<file path="config.mk">
export PLATFORM = sky130hd
export DESIGN_NAME = multicycle_control
export DESIGN_NICKNAME = d
export VERILOG_FILES = /design/src/rtl/multicycle_control.sv
export SDC_FILE = /design/constraint.sdc
export NUM_CORES = 1
export LEC_CHECK = 0
export ABC_AREA = 0
export CAP_MARGIN = 5
export CORE_AREA = 2 2 71 73
export DETAILED_ROUTE_END_ITERATION = 8
export DIE_AREA = 0 0 73 75
export GPL_ROUTABILITY_DRIVEN = 0
export MAX_ROUTING_LAYER = met4
export PLACE_DENSITY_LB_ADDON = 0.25
export SKIP_CTS_REPAIR_TIMING = 1
export SLEW_MARGIN = 20
export SYNTH_ARGS = -nofsm -noshare
export SYNTH_HDL_FRONTEND = slang
export SYNTH_SLANG_ARGS = --single-unit
export TNS_END_PERCENT = 100
</file>
<file path="constraint.sdc">
create_clock -name clk -period 2 [get_ports clk]
set_input_delay 0.6 -clock clk [delete_from_list [all_inputs] [get_ports clk]]
set_output_delay 0.6 -clock clk [all_outputs]
set_load 0.1 [all_outputs]
</file>
<file path="src/rtl/multicycle_control.sv">
// Multicycle RISC-V control FSM: sequences FETCH/DECODE/EXEC/MEM/WB
// states and drives datapath selects, strobes and a retired-instruction counter.
//
// Ports:
//   clk, rst_n       clock and synchronous active-low reset
//   opcode           instruction[6:0] from the registered IR
//   zero             ALU zero flag (branch decision)
//   mem_ready        memory completion for the current request
//   ALU_op           00 add, 01 sub, 10 funct-decoded
//   alu_src_a/b      ALU operand selects
//   iord .. mem_to_reg  datapath strobes/selects
//   illegal          unsupported opcode seen in DECODE
//   state            current state encoding (debug)
//   instr_count      retired instruction count (wraps)
module multicycle_control (
    input  logic        clk,
    input  logic        rst_n,
    input  logic [6:0]  opcode,
    input  logic        zero,
    input  logic        mem_ready,
    output logic [1:0]  ALU_op,
    output logic [1:0]  alu_src_a,
    output logic [1:0]  alu_src_b,
    output logic        iord,
    output logic        mem_read,
    output logic        mem_write,
    output logic        ir_write,
    output logic        pc_write,
    output logic        pc_src,
    output logic        reg_write,
    output logic        mem_to_reg,
    output logic        illegal,
    output logic [3:0]  state,
    output logic [31:0] instr_count
);

    typedef enum logic [3:0] {
        FETCH    = 4'd0,
        DECODE   = 4'd1,
        EXEC_R   = 4'd2,
        EXEC_I   = 4'd3,
        ALU_WB   = 4'd4,
        MEM_ADDR = 4'd5,
        MEM_RD   = 4'd6,
        MEM_WB   = 4'd7,
        MEM_WR   = 4'd8,
        BRANCH   = 4'd9
    } state_t;

    localparam logic [6:0] OP_R      = 7'b0110011;
    localparam logic [6:0] OP_I      = 7'b0010011;
    localparam logic [6:0] OP_LOAD   = 7'b0000011;
    localparam logic [6:0] OP_STORE  = 7'b0100011;
    localparam logic [6:0] OP_BRANCH = 7'b1100011;

    state_t state_q;
    state_t state_d;
    logic   retire;

    always_ff @(posedge clk) begin
        if (!rst_n) begin
            state_q     <= FETCH;
            instr_count <= 32'd0;
        end else begin
            state_q <= state_d;
            if (retire) begin
                instr_count <= instr_count + 32'd1;
            end
        end
    end

    assign state = state_q;

    always_comb begin
        state_d    = FETCH;
        ALU_op     = 2'b00;
        alu_src_a  = 2'b00;
        alu_src_b  = 2'b00;
        iord       = 1'b0;
        mem_read   = 1'b0;
        mem_write  = 1'b0;
        ir_write   = 1'b0;
        pc_write   = 1'b0;
        pc_src     = 1'b0;
        reg_write  = 1'b0;
        mem_to_reg = 1'b0;
        illegal    = 1'b0;
        retire     = 1'b0;

        case (state_q)
            FETCH: begin
                mem_read  = 1'b1;
                alu_src_b = 2'b01;
                ir_write  = mem_ready;
                pc_write  = mem_ready;
                state_d   = mem_ready ? DECODE : FETCH;
            end
            DECODE: begin
                alu_src_b = 2'b10;
                case (opcode)
                    OP_R:      state_d = EXEC_R;
                    OP_I:      state_d = EXEC_I;
                    OP_LOAD,
                    OP_STORE:  state_d = MEM_ADDR;
                    OP_BRANCH: state_d = BRANCH;
                    default: begin
                        state_d = FETCH;
                        illegal = 1'b1;
                    end
                endcase
            end
            EXEC_R: begin
                ALU_op    = 2'b10;
                alu_src_a = 2'b01;
                alu_src_b = 2'b00;
                state_d   = ALU_WB;
            end
            EXEC_I: begin
                ALU_op    = 2'b10;
                alu_src_a = 2'b01;
                alu_src_b = 2'b10;
                state_d   = ALU_WB;
            end
            ALU_WB: begin
                reg_write = 1'b1;
                retire    = 1'b1;
                state_d   = FETCH;
            end
            MEM_ADDR: begin
                alu_src_a = 2'b01;
                alu_src_b = 2'b10;
                state_d   = (opcode == OP_LOAD) ? MEM_RD : MEM_WR;
            end
            MEM_RD: begin
                mem_read = 1'b1;
                iord     = 1'b1;
                state_d  = mem_ready ? MEM_WB : MEM_RD;
            end
            MEM_WB: begin
                reg_write  = 1'b1;
                mem_to_reg = 1'b1;
                retire     = 1'b1;
                state_d    = FETCH;
            end
            MEM_WR: begin
                mem_write = 1'b1;
                iord      = 1'b1;
                retire    = mem_ready;
                state_d   = mem_ready ? FETCH : MEM_WR;
            end
            BRANCH: begin
                ALU_op    = 2'b01;
                alu_src_a = 2'b01;
                alu_src_b = 2'b00;
                pc_src    = 1'b1;
                pc_write  = zero;
                retire    = 1'b1;
                state_d   = FETCH;
            end
            default: state_d = FETCH;
        endcase

        // Reset overrides everything: strobes off, selects at FETCH values.
        if (!rst_n) begin
            state_d    = FETCH;
            ALU_op     = 2'b00;
            alu_src_a  = 2'b00;
            alu_src_b  = 2'b01;
            iord       = 1'b0;
            mem_read   = 1'b0;
            mem_write  = 1'b0;
            ir_write   = 1'b0;
            pc_write   = 1'b0;
            pc_src     = 1'b0;
            reg_write  = 1'b0;
            mem_to_reg = 1'b0;
            illegal    = 1'b0;
            retire     = 1'b0;
        end
    end

endmodule

</file>
==> flow_summary_export.csv <==
group,metric,value,unit
outcome,status,"finished, violations left",
outcome,violations,"negative setup slack",
drt,highest_layer,"met4",
finish,area_delta_synth_final,92.6,%
setup_path,start_kind,"flop",
drt,vias,2667,
setup_path,r2r_start,"state[2]$_SDFF_PN0_",
finish,drive_gt1_frac,0.493,
drt,dr.pass1.iters,6,
finish,final_cell_mix,"buf_12, buf_4, nor2_1",
yosys,netlist_area,2120,um^2
timing,finalCriticalPeriod,2.12,ns
run,maxCapViolCount,0,
yosys,synth_cell_types,50,
timing,fin_skew,0.00229,ns
floorplanning,start_util,0.454,
finish,final_common_cell,"buf_12",
grt,track_usage,0.259,
placement,dp_hpwl,5.10,mm
timing,drv_slew,0,
floorplanning,dieWidth,73,um
setup_path,critPathTopFamily,"simple AND/OR/NAND/NOR gates",
setup_path,end_kind,"output pin",
finish,nets,374,
yosys,ys_ff_latch,36,
clock_network,clk_latency,0.29,ns
clock_network,cts_tree,"yes",
setup_path,path_depth,4,
clock_network,clkSlewWorstSetupHoldPaths,0.07,ns
drt,detail-route-antenna-nets,0,
setup_path,r2r_slack,-0.10,ns
clock_network,htreeDepth,2,
finish,final_area,4080,um^2
timing,rsz0062_at_grt,"yes",
timing,relSlewSlack,0.585,
yosys,syn_inst,265,
setup_path,arrival,1.52,ns
worst_hold_path,hold-path-cell-count,2,
floorplanning,chipHeight,75,um
worst_hold_path,hold_path_class,"flop to flop",
clock_network,clkSinkCount,36,
drt,wire_per_inst,20.4,um
floorplanning,dieArea,5480,um^2
drt,routed_wl,8.49,mm
power,powerDensity,354,nW/um^2
yosys,seq_area_frac_synth,0.341,
drt,met1_length,3.22,mm
timing,fmax,472,MHz
finish,diodes,0,
yosys,async_reset_ff_frac,0,
clock_network,numCtsBuffers,5,
floorplanning,core_area,4660,um^2
grt,grt_max_degree,30,
setup_path,crit_path_max_fanout,10,
placement,placed_area,3690,um^2
drt,met3_wirelength,523,um
timing,setup_viol,14,
setup_path,r2r-end,"instr_count[10]$_SDFFE_PN0P_",
setup_path,cpPeakStageDelay,0.45,ns
timing,period_share,1.06,
setup_path,crit_end,"iord",
grt,antenna_found_initial,0,
grt,grt_pass1_vias,2355,
setup_path,r2r_cells,6,
drt,wl_met2,4.43,mm
timing,tightestPinTransition,0.615,ns
finish,fin_util,0.874,
yosys,yosysWarningCount,0,
yosys,synth_fa_ha_area_frac,0.00591,
timing,setup_slack,-0.119,ns
yosys,synth_edf_count,0,
placement,port-buffer-count,60,
clock_network,cts_buffer_depth,2,
floorplanning,num_rows,25,
setup_path,path_cells,"and3b_1 -> nor2_1 -> nor3_4 -> buf_12",
power,ir_drop,407,uV
setup_path,setup.worst_path.class,"flop to output pin",
yosys,syn_area_per_cell,7.98,um^2
yosys,synth-simple-area-share,0.321,
drt,drcViolationCount,0,
setup_path,crit_start,"state[2]$_SDFF_PN0_",
timing,finalHoldViolCount,0,
yosys,synth_top_family_by_area,"simple AND/OR/NAND/NOR gates",
yosys,synth_compound_area_frac,0.205,
yosys,synth_mux_area_frac,0.00473,
power,cellLeakagePower,0.00151,uW
setup_path,required,1.40,ns
grt,grt_pass1_wl,10.8,mm
drt,vias_per_cell,6.40,
setup_path,slowest_stage,"dfxtp_4",
power,power.total,1440,uW
grt,grt_overflow_total,0,
floorplanning,ios,62,
clock_network,cts-root-buf,"clkbuf_8",
setup_path,path_buf_inv,1,
yosys,synthXorXnorAreaFrac,0.0787,
drt,initialDrtViolationCount,296,
yosys,synthFlopType,"dfxtp_1",
yosys,mappedNetlistNets,277,
-- stage by stage --
| stage | hold slack (ns) | worst slack, ns | setup TNS, ns | instances |
|---|---|---|---|---|
| 2_1_floorplan | 0.629 | -0.705 | -5.81 | 265 |
| 3_3_place_gp | 0.483 | -0.487 | -12.79 | 398 |
| 3_5_place_dp | 0.499 | -0.502 | -15.19 | 398 |
| 4_1_cts | 0.510 | -0.513 | -7.11 | 406 |
| 5_1_grt | 0.539 | -0.153 | -1.30 | 417 |
| 6_report | 0.509 | -0.119 | -0.905 | 417 |
-- how the worst min path moves through the flow --
stage / start / endpoint
global route: instr_count[31]$_SDFFE_PN0P_ / instr_count[31]$_SDFFE_PN0P_
finish: instr_count[31]$_SDFFE_PN0P_ / instr_count[31]$_SDFFE_PN0P_
floorplan: instr_count[20]$_SDFFE_PN0P_ / instr_count[20]$_SDFFE_PN0P_
CTS: instr_count[9]$_SDFFE_PN0P_ / instr_count[9]$_SDFFE_PN0P_
global placement: instr_count[9]$_SDFFE_PN0P_ / instr_count[9]$_SDFFE_PN0P_
detailed placement: instr_count[9]$_SDFFE_PN0P_ / instr_count[9]$_SDFFE_PN0P_
-- registers in the layout, indices dropped and copies added, names as in the netlist --
signal and count:
instr_count 32, state 4
-- cells in the mapped netlist, types with 6 or more instances --
library cell	instances	area, um^2
a21oi_1	14	70.1
clkbuf_1	6	22.5
dfxtp_1	36	721
inv_1	6	22.5
nand2_1	32	120
nand3_1	12	60.1
nand4_1	6	37.5
nor2_1	35	131
o2111ai_1	7	61.3
o21ai_0	11	55.1
or4_1	7	52.6
xnor2_1	11	96.3
xor2_1	8	70.1
-- where the power goes --
part / leakage (uW) / internal [uW] / switching (uW)
Sequential: 0.000310 / 695 / 2.39
Combinational: 0.00117 / 87.9 / 144
Clock: 0.0000388 / 242 / 270
-- worst register-to-register path: stages (launching register included) --
cell	delay, ns
dfxtp_4	0.45
or3b_4	0.44
a21o_4	0.26
buf_12	0.15
a211oi_1	0.41
xnor2_1	0.20
nor2_1	0.07
-- cell families after synthesis --
| family | after synthesis |
|---|---|
| other cells | 1 |
| compound gates | 59 |
| fa+ha+maj | 1 |
| mux | 1 |
| buf+inv | 20 |
| simple gates | 128 |
| xor+xnor | 19 |
| flops | 36 |
-- final cells by class --
cell class / instances / area (um^2)
well taps: 54 / 67.6
flip-flops and latches: 36 / 801
repair buffers: 104 / 1490
clock inverters: 2 / 11.3
fillers: 184 / 586
inverters: 6 / 22.5
multi-input cells: 209 / 1610
clock buffers: 6 / 72.6
-- per-layer routing --
layer,track usage,vias up
li1,-,1163
met1,0.320,1306
met2,0.444,166
met3,0.0375,32
met4,0.0638,0
met5,-,-
Power figures use the tool's default switching activity.
